$ cat src/rtl/uart_pkg.sv
// uart_pkg: shared definitions for the UART TX sequencer.
//   - Register-bus address map of the UART peripheral.
//   - Enable-register values.
//   - FSM state encoding.
// Build option: UART_SEQ_RX_POLL_EN adds the RX_RD state used for RX polling.
package uart_pkg;

  localparam logic [1:0] ADDR_BAUD_DATA = 2'd0;
  localparam logic [1:0] ADDR_ENABLE    = 2'd1;
  localparam logic [1:0] ADDR_TX_DATA   = 2'd2;
  localparam logic [1:0] ADDR_RX_DATA   = 2'd3;

  localparam logic [7:0] ENABLE_ON  = 8'h01;
  localparam logic [7:0] ENABLE_OFF = 8'h00;

  typedef enum logic [2:0] {
    IDLE     = 3'd0,
    CFG_BAUD = 3'd1,
    CFG_EN   = 3'd2,
    READY    = 3'd3,
    WR_TX    = 3'd4,
    GAP      = 3'd5,
    DIS      = 3'd6
`ifdef UART_SEQ_RX_POLL_EN
    ,RX_RD   = 3'd7
`endif
  } seq_state_e;

endpackage

$ cat src/rtl/uart_seq_fifo.sv
// uart_seq_fifo: byte FIFO that holds TX data for the sequencer.
// Ports:
//   clk, rst (async, active-low)
//   push, push_data : write request; ignored while full
//   pop             : read request; ignored while empty
//   full, empty     : occupancy flags (registered count, no bypass)
//   head            : oldest entry, valid while !empty
// Parameter FIFO_DEPTH must be a power of two >= 2 so pointers wrap naturally.
module uart_seq_fifo #(
  parameter int FIFO_DEPTH = 4
) (
  input  logic       clk,
  input  logic       rst,
  input  logic       push,
  input  logic [7:0] push_data,
  input  logic       pop,
  output logic       full,
  output logic       empty,
  output logic [7:0] head
);

  localparam int AW = $clog2(FIFO_DEPTH);
  localparam int CW = AW + 1;

  logic [7:0]    mem_q [FIFO_DEPTH];
  logic [7:0]    mem_d [FIFO_DEPTH];
  logic [AW-1:0] wr_ptr_q, wr_ptr_d;
  logic [AW-1:0] rd_ptr_q, rd_ptr_d;
  logic [CW-1:0] count_q, count_d;
  logic          do_push, do_pop;

  assign full  = (count_q == CW'(FIFO_DEPTH));
  assign empty = (count_q == '0);
  assign head  = mem_q[rd_ptr_q];

  // Push is qualified by the registered full flag, so a slot freed by a pop
  // in the same cycle only becomes usable one cycle later.
  always_comb begin
    mem_d    = mem_q;
    wr_ptr_d = wr_ptr_q;
    rd_ptr_d = rd_ptr_q;
    count_d  = count_q;
    do_push  = push && !full;
    do_pop   = pop && !empty;
    if (do_push) begin
      mem_d[wr_ptr_q] = push_data;
      wr_ptr_d        = wr_ptr_q + AW'(1);
    end
    if (do_pop) begin
      rd_ptr_d = rd_ptr_q + AW'(1);
    end
    case ({do_push, do_pop})
      2'b10:   count_d = count_q + CW'(1);
      2'b01:   count_d = count_q - CW'(1);
      default: count_d = count_q;
    endcase
  end

  always_ff @(posedge clk or negedge rst) begin
    if (!rst) begin
      mem_q    <= '{default: '0};
      wr_ptr_q <= '0;
      rd_ptr_q <= '0;
      count_q  <= '0;
    end else begin
      mem_q    <= mem_d;
      wr_ptr_q <= wr_ptr_d;
      rd_ptr_q <= rd_ptr_d;
      count_q  <= count_d;
    end
  end

endmodule

$ cat src/rtl/uart_tx_sequencer.sv
// uart_tx_sequencer: configures a UART over its register bus, streams queued
// bytes to the TX data register with a programmable inter-byte gap, and
// disables the UART once a stop request has drained the FIFO.
// Ports:
//   clk, rst (async, active-low)
//   start, stop        : session control pulses
//   baud_div           : value written to the baud register during config
//   frame_cycles       : clocks to wait after each TX write (0 acts as 1)
//   push_valid/data/ready : byte producer handshake into the TX FIFO
//   address, write_data, we, re, read_data : UART register-bus master
//   busy               : high whenever a session is active
//   rx_data, rx_valid  : last polled RX byte and its one-cycle strobe
// Build option: UART_SEQ_RX_POLL_EN enables RX polling when the FIFO is idle;
// without it re, rx_data and rx_valid are tied low.
//
// state    | meaning
// ---------+-------------------------------------------------
// IDLE     | no session; waiting for start
// CFG_BAUD | writing baud_div to the baud register
// CFG_EN   | writing 1 to the enable register
// READY    | choosing: send byte, disable, or poll RX
// WR_TX    | writing the FIFO head to the TX data register
// GAP      | counting down the inter-byte gap
// DIS      | writing 0 to the enable register, then IDLE
// RX_RD    | reading the RX data register (poll build only)
module uart_tx_sequencer
  import uart_pkg::*;
#(
  parameter int FIFO_DEPTH = 4,
  parameter int GAP_W      = 16
) (
  input  logic             clk,
  input  logic             rst,
  input  logic             start,
  input  logic             stop,
  input  logic [7:0]       baud_div,
  input  logic [GAP_W-1:0] frame_cycles,
  input  logic             push_valid,
  input  logic [7:0]       push_data,
  output logic             push_ready,
  output logic [1:0]       address,
  output logic [7:0]       write_data,
  output logic             we,
  output logic             re,
  input  logic [7:0]       read_data,
  output logic             busy,
  output logic [7:0]       rx_data,
  output logic             rx_valid
);

  seq_state_e       state_q, state_d;
  logic             stop_pend_q, stop_pend_d;
  logic [GAP_W-1:0] gap_q, gap_d;
  logic [1:0]       address_q, address_d;
  logic [7:0]       write_data_q, write_data_d;
  logic             we_q, we_d;
  logic             re_q, re_d;
  logic             busy_q, busy_d;
  logic             fifo_pop, fifo_full, fifo_empty;
  logic [7:0]       fifo_head;

  uart_seq_fifo #(.FIFO_DEPTH(FIFO_DEPTH)) u_fifo (
    .clk       (clk),
    .rst       (rst),
    .push      (push_valid),
    .push_data (push_data),
    .pop       (fifo_pop),
    .full      (fifo_full),
    .empty     (fifo_empty),
    .head      (fifo_head)
  );

  assign push_ready = !fifo_full;

  always_comb begin
    state_d     = state_q;
    stop_pend_d = stop_pend_q | (stop && (state_q != IDLE));
    gap_d       = gap_q;
    fifo_pop    = 1'b0;
    case (state_q)
      IDLE:     if (start) state_d = CFG_BAUD;
      CFG_BAUD: state_d = CFG_EN;
      CFG_EN:   state_d = READY;
      READY: begin
        if (!fifo_empty) begin
          // Pop on entry to WR_TX; the head is captured into write_data
          // on the same edge.
          state_d  = WR_TX;
          fifo_pop = 1'b1;
        end else if (stop_pend_q) begin
          state_d = DIS;
`ifdef UART_SEQ_RX_POLL_EN
        end else begin
          state_d = RX_RD;
`endif
        end
      end
      WR_TX: begin
        gap_d   = (frame_cycles == '0) ? '0 : frame_cycles - GAP_W'(1);
        state_d = GAP;
      end
      GAP: begin
        if (gap_q == '0) state_d = READY;
        else             gap_d   = gap_q - GAP_W'(1);
      end
      DIS: begin
        state_d     = IDLE;
        stop_pend_d = 1'b0;
      end
`ifdef UART_SEQ_RX_POLL_EN
      RX_RD:    state_d = READY;
`endif
      default:  state_d = IDLE;
    endcase
  end

  // Bus outputs are decoded from the next state and registered, so they line
  // up with the state register and never combinationally follow an input.
  always_comb begin
    address_d    = '0;
    write_data_d = '0;
    we_d         = 1'b0;
    re_d         = 1'b0;
    busy_d       = (state_d != IDLE);
    case (state_d)
      CFG_BAUD: begin
        address_d    = ADDR_BAUD_DATA;
        write_data_d = baud_div;
        we_d         = 1'b1;
      end
      CFG_EN: begin
        address_d    = ADDR_ENABLE;
        write_data_d = ENABLE_ON;
        we_d         = 1'b1;
      end
      WR_TX: begin
        address_d    = ADDR_TX_DATA;
        write_data_d = fifo_head;
        we_d         = 1'b1;
      end
      DIS: begin
        address_d    = ADDR_ENABLE;
        write_data_d = ENABLE_OFF;
        we_d         = 1'b1;
      end
`ifdef UART_SEQ_RX_POLL_EN
      RX_RD: begin
        address_d = ADDR_RX_DATA;
        re_d      = 1'b1;
      end
`endif
      default: ;
    endcase
  end

  always_ff @(posedge clk or negedge rst) begin
    if (!rst) begin
      state_q      <= IDLE;
      stop_pend_q  <= 1'b0;
      gap_q        <= '0;
      address_q    <= '0;
      write_data_q <= '0;
      we_q         <= 1'b0;
      re_q         <= 1'b0;
      busy_q       <= 1'b0;
    end else begin
      state_q      <= state_d;
      stop_pend_q  <= stop_pend_d;
      gap_q        <= gap_d;
      address_q    <= address_d;
      write_data_q <= write_data_d;
      we_q         <= we_d;
      re_q         <= re_d;
      busy_q       <= busy_d;
    end
  end

  assign address    = address_q;
  assign write_data = write_data_q;
  assign we         = we_q;
  assign busy       = busy_q;

`ifdef UART_SEQ_RX_POLL_EN
  logic [7:0] rx_data_q, rx_data_d;
  logic       rx_valid_q, rx_valid_d;

  // read_data is sampled at the edge that ends the re cycle.
  always_comb begin
    rx_valid_d = (state_q == RX_RD);
    rx_data_d  = (state_q == RX_RD) ? read_data : rx_data_q;
  end

  always_ff @(posedge clk or negedge rst) begin
    if (!rst) begin
      rx_data_q  <= '0;
      rx_valid_q <= 1'b0;
    end else begin
      rx_data_q  <= rx_data_d;
      rx_valid_q <= rx_valid_d;
    end
  end

  assign re       = re_q;
  assign rx_data  = rx_data_q;
  assign rx_valid = rx_valid_q;
`else
  logic unused_rx;
  assign unused_rx = ^{read_data, re_q};
  assign re        = 1'b0;
  assign rx_data   = '0;
  assign rx_valid  = 1'b0;
`endif

endmodule

$ cat config.mk
export PLATFORM = sky130hd
export DESIGN_NAME = uart_tx_sequencer
export DESIGN_NICKNAME = d
export VERILOG_FILES = /design/src/rtl/uart_pkg.sv /design/src/rtl/uart_seq_fifo.sv /design/src/rtl/uart_tx_sequencer.sv
export SDC_FILE = /design/constraint.sdc
export NUM_CORES = 1
export LEC_CHECK = 0
export ABC_AREA = 1
export CORE_MARGIN = 2
export CORE_UTILIZATION = 49
export CTS_CLUSTER_DIAMETER = 30
export DETAILED_ROUTE_END_ITERATION = 12
export PLACE_DENSITY = 0.77
export SLEW_MARGIN = 20
export SYNTH_ARGS = -nofsm -noshare
export SYNTH_HDL_FRONTEND = slang
export SYNTH_SLANG_ARGS = --single-unit
$ cat constraint.sdc
create_clock -name clk -period 1.8 [get_ports clk]
set_input_delay 0.36 -clock clk [delete_from_list [all_inputs] [get_ports clk]]
set_output_delay 0.36 -clock clk [all_outputs]
set_load 0.01 [all_outputs]
After elaboration in Yosys (flattened, before gate mapping)

Cells that the tools add are included.

Flip-flop bits (word level): 71
Bits in latches: 0
RAM bits: 0
Memory bits (read-only): 0
Bits of input ports: 45
Output and inout bits: 23
Logic and storage cells: 78
Memories kept: 0

$add $sub $neg: 6
Multipliers: 0
Divide/modulo/power cells: 0
Magnitude comparators: 3
Eq/ne operators: 14
Shift-type cells: 0
Multiplexer cells: 21
Bitwise logic cells: 3
Reductions and logical operators: 17

Operator list:

| kind                                                      | count |
|---|---|
| bitwise mux 32 bit                                        | 1 |
| logical NOT 16 bit                                        | 2 |
| 2-to-1 mux 16 bit                                         | 2 |
| case mux 16 bit (2 select lines)                          | 1 |
| subtractor 16 x 1 -> 16 bit (second input constant)       | 2 |
| 2-to-1 mux 8 bit                                          | 3 |
| case mux 8 bit (3 select lines)                           | 1 |
| equality test 3 bit (second input constant)               | 6 |
| case mux 3 bit (6 select lines)                           | 1 |
| binary-select mux 8 bit (select 2 bit)                    | 1 |
| demux 8 bit (select 2 bit)                                | 1 |
| 2-to-1 mux 3 bit                                          | 4 |
| equality test 3 x 2 -> 1 bit (second input constant)      | 3 |
| equality test 3 x 1 -> 1 bit (second input constant)      | 2 |
| greater-or-equal comparator 3 bit (second input constant) | 2 |
| logical NOT 3 bit                                         | 2 |
| inverter 2 -> 3 bit                                       | 2 |
| case mux 3 bit (2 select lines)                           | 1 |
| nonzero test 3 bit                                        | 2 |
| adder 2 x 1 -> 2 bit (second input constant)              | 2 |
| logical AND 1 bit                                         | 4 |
| 2-to-1 mux 1 bit                                          | 4 |
| case mux 2 bit (2 select lines)                           | 1 |
| nonzero test 2 bit                                        | 2 |
| other kinds (11)                                          | 12 |

Longest topological paths before layout

Gate-level depths: netlist (run 1).

Word-level depth: 6
Gate-level depth with buffers: 12
Depth with buffers taken out: 12

Cells and area by module

A second synthesis (run 1) with hierarchy kept.

Cells, all modules: 601
Area total of the unflattened synthesis: 4,351.7 µm²

Modules (own cells, without submodules):

| module            | instances | cells an instance | area an instance (µm²) | seq. area each (µm²) |
|---|---|---|---|---|
| uart_tx_sequencer | 1         | 350               | 2,319.7                | 800.8 |
| uart_seq_fifo     | 1         | 251               | 2,031.9                | 975.9 |

Worst setup path after synthesis (run 1)

OpenSTA, ideal clock, no wires.

Kind: register to register
Start point: register state_q[1]
End point: register u_fifo.count_q[2]
Library setup time: 0.131 ns
Data arrival time: 1.820 ns
Required time: 1.669 ns
Setup slack: -0.151 ns
Cell stages (with the launch flop): 13
Clock period less this slack: 1.951 ns
Cell sequence: dfrtp_1 -> inv_2 -> nor2_1 -> inv_1 -> nor2_4 -> nand2_2 -> inv_4 -> ha_1 -> inv_1 -> fa_1 -> a21oi_1 -> o21ai_0 -> xor2_1

Longest elaborated chain between the ends: 5
Elaborated cells between the ends (all ways): 7

Ends and longest elaborated chain:

| item                                                                         | RTL line                 | source |
|---|---|---|
| start: declaration                                                           | uart_tx_sequencer.sv:51  | `seq_state_e state_q, state_d;` |
| start signal: assignment                                                     | uart_tx_sequencer.sv:167 | `state_q <= state_d;` |
| equality test 3 x 2 -> 1 bit (*)                                             | uart_tx_sequencer.sv:80  | `case (state_q)` |
| 2-to-1 mux 1 bit (*)                                                         | uart_tx_sequencer.sv:80  |  |
| logical AND 1 bit (*)                                                        | uart_seq_fifo.sv:44      | `do_pop = pop && !empty;` |
| named net u_fifo.do_pop                                                      | uart_seq_fifo.sv:30      | `logic do_push, do_pop;` |
| equality test 2 x 1 -> 1 bit / equality test 2 bit (equally long branches)   | uart_seq_fifo.sv:52      | `case ({do_push, do_pop})` |
| case mux 3 bit (2 select lines) / nonzero test 2 bit (equally long branches) | -                        |  |
| end signal: assignment                                                       | uart_seq_fifo.sv:69      | `count_q <= count_d;` |
| end: declaration                                                             | uart_seq_fifo.sv:29      | `logic [CW-1:0] count_q, count_d;` |

Mark *: on every way through the listed nets, which the timed path passes. The rest lies on a longest branch.
A chain may end at the register's enable or synchronous reset.

Worst setup path after layout (run 1)

Same ends and word-level chain as after synthesis.

==> impl_metrics.yaml, run 1 <==
pwr:
  fin_total_pwr_mw: 8.39
  power_density_mw_per_mm2: 1580
  clkPwrFrac: 0.190
  power_frac_comb: 0.471
  ir_drop_mv: 0.725
  p_int_mw: 4.97
  switching_share: 0.408
  p_sw_mw: 3.42
  power_leakage_nw: 2.62
  p_seq_frac: 0.339
route:
  drtAntennaViolNets: 0
  wl_met1_mm: 4.18
  via_per_inst: 5.07
  dr_total_vias: 3810
  drc: 0
  highest_layer: "met4"
  wl_mm: 9.73
  dr.pass1.iters: 5
  wl_met2_mm: 4.92
  wl_per_cell_um: 13.0
  wl_met3_um: 475
  drtIter0Drc: 220
cells_and_area:
  drive_above_1_share: 0.166
  syn_to_final_growth_pct: 26.1
  nFillCells: 714
  instances_no_fill: 751
  fin_nets: 694
  layout_commonest_cell: "nand2_1"
  mostFrequentLayoutCells: "nand2_1, dfrtp_1, inv_1"
  antennaDiodeCount: 0
  fin_area_mm2: 0.00530
clock_tree:
  htree_levels: 3
  cts-buffers-inserted: 9
  clk_path_buf_depth: 2
  worstSkewPairLatency_ns: 0.35
  clk_pin_slew_ns: 0.08
  cts_tree: "built"
  clock_sinks: 71
  cts-root-buf: "clkbuf_8"
logic_synthesis:
  post-synth-top-area-fraction: 0.422
  syn_area_mm2: 0.00421
  synthTopCellsByArea: "dfrtp_1, nand2_1, o21ai_0, inv_1, nand3_1"
  synth.distinct_cells: 36
  synthCells: 554
  yosysTopAreaCell: "dfrtp_1"
  ys_ff_latch: 71
  yosys_warnings: 0
  syn_area_per_cell_um2: 7.59
  synth-seq-area-share: 0.422
worst_setup_path:
  r2r_slack_ns: -0.11
  cp_slowest_cell: "fa_2"
  cp-end-kind: "flop"
  rr_startpoint: "state_q[1]$_DFF_PN0_"
  arrival_ns: 2.14
  rr_worst_depth: 12
  r2r-end: "u_fifo.count_q[2]$_DFFE_PN0P_"
  path_cells: "inv_2 -> nor2_2 -> inv_2 -> nor2_4 -> nand2_2 -> inv_4 -> ha_4 -> inv_2 -> fa_2 -> a21oi_2 -> o21ai_1 -> xor2_1"
  start_kind: "flop"
  critPathMaxFanout: 2
  path_common_cell: "inv_2"
  required_ns: 2.03
  criticalPathCategory: "flop to flop"
  cpPeakStageDelay_ns: 0.40
timing:
  fin_worst_skew_ns: 0.0113
  layout_setup_ws_ns: -0.108
  slew_viol_final: 0
  tns_ns: -0.108
  slew_headroom: 0.644
  fin_crit_ns: 1.91
  worst_pin_slew_ns: 0.533
  rsz0062_at_grt: "yes"
  fmax_mhz: 524
  finalHoldViolations: 0
  fin_crit_sh: 1.06
  setup_violations: 1
floorplan:
  chipHeight_um: 96.6
  die_w_um: 96.6
  start_util: 0.509
  coreArea_mm2: 0.00826
  die-area_mm2: 0.00934
  placementRows: 33
  pin_count: 68
placed_design:
  place_hpwl_mm: 6.96
  place_congestion: 0.904
  io_buffer_count: 49
  placed_area_mm2: 0.00499
  place_inst: 731
min_path:
  hp-class: "primary input to async pin"
job:
  drv_cap: 0
global_route:
  grt-ovfl-total: 0
  grt_pass1_vias: 3712
  grt_usage: 0.216
  grt_first_pass_wirelength_mm: 16.8
  antenna_found_initial: 0
  grt_max_degree: 72
status:
  violations: "setup timing"
  status: "finished with violations"
kinds of logic after synthesis:
| kind of cell | Yosys count | share of synthesized area |
|---|---|---|
| simple gates | 283 | 0.307 |
| buf+inv | 93 | 0.104 |
| compound gates | 84 | 0.111 |
| flops | 71 | 0.422 |
| xor+xnor | 14 | 0.0292 |
| fa+ha+maj | 8 | 0.0256 |
| other cells | 1 | 0.000892 |
Yosys cell counts:
master / n
inv_4: 2
clkbuf_1: 1
nand2_2: 9
nand2_4: 4
o21ai_1: 6
xor2_1: 8
xnor2_1: 6
clkinv_2: 1
a21oi_1: 15
nor2_1: 40
nand3_1: 39
a21o_1: 1
nand3b_1: 2
inv_2: 6
a32o_1: 7
inv_1: 60
o21ai_0: 52
conb_1: 1
nor2_4: 7
buf_2: 6
dfrtp_1: 71
o21bai_1: 1
nand2_1: 162
nand3_2: 2
fa_1: 1
or2_0: 1
nand3_4: 1
a31oi_1: 1
a21oi_2: 1
nor3_1: 1
nor2_2: 9
nand4_1: 6
buf_4: 12
clkinv_1: 1
buf_6: 4
ha_1: 7
worst max-delay path: cells and delay by family, from the launching register on:
family                   cells  cell delay [ns]
adder cells (fa/ha/maj)      2             0.52
buffers and inverters        4             0.23
flip-flops                   1             0.38
AO/OA/AOI/OAI                2             0.20
XOR/XNOR                     1             0.14
AND/OR/NAND/NOR              3             0.31
metrics by stage:
step                      hold WS (ns)  utilization  setup WS (ns)
final                           0.0153        0.642         -0.108
after global routing            0.0390        0.642         -0.200
after CTS                       0.0402        0.637        -0.0726
after detailed placement         0.418        0.605         -0.188
after global placement           0.412        0.605         -0.129
after floorplan                 0.0644            -        -0.0919
timing repair:
action	CTS	global route
hold buffers	0	0
endpoints found under the hold margin	0	0
pin swaps	0	6
buffers inserted	1	3
setup endpoints to repair	2	16
resized for setup	3	8
sequential cells by signal (all words and copies together), names as in the netlist:
| name | flops |
|---|---|
| write_data | 8 |
| stop_pend_q | 1 |
| u_fifo.mem_q | 32 |
| u_fifo.wr_ptr_q | 2 |
| state_q | 3 |
| we | 1 |
| u_fifo.rd_ptr_q | 2 |
| gap_q | 16 |
| u_fifo.count_q | 3 |
| busy | 1 |
| address | 2 |
worst max path at each step:
stage	startpoint	endpoint	slack (ns)	cells after the start
floorplan	state_q[1]$_DFF_PN0_	u_fifo.count_q[2]$_DFFE_PN0P_	-0.09	12
global placement	frame_cycles[0]	gap_q[12]$_DFFE_PN0P_	-0.13	10
detailed placement	frame_cycles[0]	gap_q[11]$_DFFE_PN0P_	-0.19	10
CTS	state_q[1]$_DFF_PN0_	u_fifo.count_q[2]$_DFFE_PN0P_	-0.07	12
global route	state_q[1]$_DFF_PN0_	u_fifo.count_q[2]$_DFFE_PN0P_	-0.20	12
finish	state_q[1]$_DFF_PN0_	u_fifo.count_q[2]$_DFFE_PN0P_	-0.11	12
power by group through the flow:
stage               Sequential [mW]  Clock [mW]  Combinational [mW]
floorplan                      2.82           0                2.60
global placement               2.81           0                3.66
detailed placement             2.85           0                3.80
CTS                            2.83        1.62                3.86
global route                   2.93        1.69                4.45
finish                         2.84        1.60                3.95
layout make-up:
cell class | count | area, um^2 | share of cell area
Sequential cell | 71 | 1780 | 0.335
Inverter | 70 | 272 | 0.0512
Multi-Input combinational cell | 399 | 2050 | 0.387
Clock buffer | 10 | 138 | 0.0259
Clock inverter | 6 | 116 | 0.0219
Tap cell | 105 | 131 | 0.0248
Timing Repair Buffer | 90 | 817 | 0.154
metal layers:
metal,vias to the layer above,global-route usage
met5,-,0
met4,0,0.0748
met3,16,0.0340
met2,115,0.380
met1,1763,0.271
li1,1916,-
Power figures use the tool's default switching activity.
==> inputs of run 2 (changes only) <==
Settings changed: CORE_MARGIN 2 to 10, MAX_ROUTING_LAYER set to met4.
==> impl_metrics.yaml, run 2 (synthesis gave the netlist of run 1 again) <==
status:
  status: "finished, final reports clean"
pwr:
  fin_total_pwr_mw: 8.41
  clkPwrFrac: 0.185
  power_density_mw_per_mm2: 1580
  switching_share: 0.409
  p_int_mw: 4.97
  power_frac_comb: 0.477
  power_leakage_nw: 2.63
  p_sw_mw: 3.44
  ir_drop_mv: 0.757
  p_seq_frac: 0.338
placed_design:
  place_hpwl_mm: 7.64
  io_buffer_count: 49
  place_inst: 734
  place_congestion: 0.919
timing:
  fmax_mhz: 557
  setup_violations: 0
  fin_crit_ns: 1.80
  fin_worst_skew_ns: 0.00758
  slew_headroom: 0.657
  tns_ns: 0
  hold_ws_ns: 0.357
  rsz0062_at_grt: "yes"
  finalHoldViolations: 0
  fin_crit_sh: 0.998
  slew_viol_final: 0
  worst_pin_slew_ns: 0.514
global_route:
  grt-ovfl-total: 0
  grt_usage: 0.170
  grt_max_degree: 28
  grt_first_pass_wirelength_mm: 17.9
  grt_pass1_vias: 3941
  antenna_found_initial: 0
route:
  drtIter0Drc: 249
  drtAntennaViolNets: 0
  wl_mm: 10.3
  dr_total_vias: 3778
  dr.pass1.iters: 4
  drc: 0
  wl_per_cell_um: 13.6
  via_per_inst: 5.01
floorplan:
  die_w_um: 113
  placementRows: 33
  coreArea_mm2: 0.00830
  die-area_mm2: 0.0127
  start_util: 0.507
  chipHeight_um: 113
  pin_count: 68
worst_setup_path:
  arrival_ns: 2.02
  crit_start: "state_q[1]$_DFF_PN0_"
  criticalPathCategory: "flop to flop"
  r2r-end: "u_fifo.count_q[2]$_DFFE_PN0P_"
  rr_startpoint: "state_q[1]$_DFF_PN0_"
  start_kind: "flop"
  r2r_slack_ns: 0.004
  rr_worst_depth: 12
  cp-end-kind: "flop"
  critPathMaxFanout: 2
  required_ns: 2.03
clock_tree:
  clock_sinks: 71
  worstSkewPairLatency_ns: 0.35
  cts-root-buf: "clkbuf_8"
  cts-buffers-inserted: 9
  cts_tree: "built"
  clk_pin_slew_ns: 0.08
  htree_levels: 3
  clk_path_buf_depth: 2
cells_and_area:
  instances_no_fill: 754
  fin_nets: 697
  syn_to_final_growth_pct: 26.5
  largest_reg_flops: 32
  multi_input_area_mm2: 0.00205
  drive_above_1_share: 0.169
  nFillCells: 679
  regMostFlops: "u_fifo.mem_q"
  antennaDiodeCount: 0
  mostFrequentLayoutCells: "nand2_1, dfrtp_1, inv_1"
  regArea_mm2: 0.00178
  layout_commonest_cell: "nand2_1"
min_path:
  hp-class: "primary input to async pin"
job:
  drv_cap: 0
run 2: cell count changes in the layout (fill, tap and decap cells not counted), sizes merged:
cell         previous run  this run
clkbuf                 10         9
dlygate4sd3             0         1
buf                    42        44
clkinvlp                0         1
run 2: worst max-delay path, stage by stage, from the launching register on:
cell     delay [ns]
dfrtp_1        0.38
inv_2          0.06
nor2_4         0.10
inv_2          0.06
nor2_4         0.09
nand2_2        0.08
inv_4          0.07
ha_4           0.13
inv_2          0.04
fa_2           0.35
a21oi_2        0.12
o21ai_1        0.08
xor2_1         0.14
run 2: worst max path at each step:
| stage | end | slack, ns | depth (start not counted) |
|---|---|---|---|
| after CTS | u_fifo.count_q[2]$_DFFE_PN0P_ | -0.04 | 12 |
| final | u_fifo.count_q[2]$_DFFE_PN0P_ | 0.004 | 12 |
| after floorplan | u_fifo.count_q[2]$_DFFE_PN0P_ | -0.09 | 12 |
| after global routing | u_fifo.count_q[2]$_DFFE_PN0P_ | -0.08 | 12 |
| after global placement | gap_q[15]$_DFFE_PN0P_ | -0.13 | 10 |
| after detailed placement | gap_q[15]$_DFFE_PN0P_ | -0.18 | 10 |
run 2: what timing repair did:
item                                    4_1_cts  5_1_grt
endpoints found under the setup margin        3       12
buffers inserted                              1        2
hold buffers                                  1        0
gates cloned                                  0        0
resized for setup                             6        7
pin swaps                                     3        1
endpoints found under the hold margin         4        0
run 2: cell type report:
| class | instances | share of cell area |
|---|---|---|
| Inverter | 70 | 0.0510 |
| Clock buffer | 9 | 0.0233 |
| Timing Repair Buffer | 93 | 0.158 |
| Clock inverter | 7 | 0.0226 |
| Tap cell | 105 | 0.0247 |
| Multi-Input combinational cell | 399 | 0.386 |
| Sequential cell | 71 | 0.334 |
run 2: power by group through the flow:
stage | Combinational [mW] | Clock, mW | Sequential [mW]
after floorplan | 2.60 | 0 | 2.82
after global placement | 3.73 | 0 | 2.82
after detailed placement | 3.88 | 0 | 2.85
after CTS | 3.97 | 1.58 | 2.83
after global routing | 4.56 | 1.66 | 2.93
final | 4.01 | 1.55 | 2.85
run 2: per-stage QoR:
stage                util  setup WS [ns]  area [um^2]
floorplan               -        -0.0919         4240
global placement    0.604         -0.129         5010
detailed placement  0.604         -0.179         5010
CTS                 0.637        -0.0385         5290
global route        0.641        -0.0765         5320
finish              0.641        0.00434         5320
run 2: layer usage:
layer	track usage	vias to the layer above	share of wire
met1	0.196	1751	0.42
met5	-	-	0
met2	0.286	89	0.50
met3	0.0431	18	0.050
li1	-	1920	-
met4	0.0474	0	0.021
==> inputs of run 3 (changes only) <==
Settings changed: CTS_CLUSTER_DIAMETER 30 to 60.
==> results of run 3 <==
Final layout, timing and power as in run 2 (identical DEF).
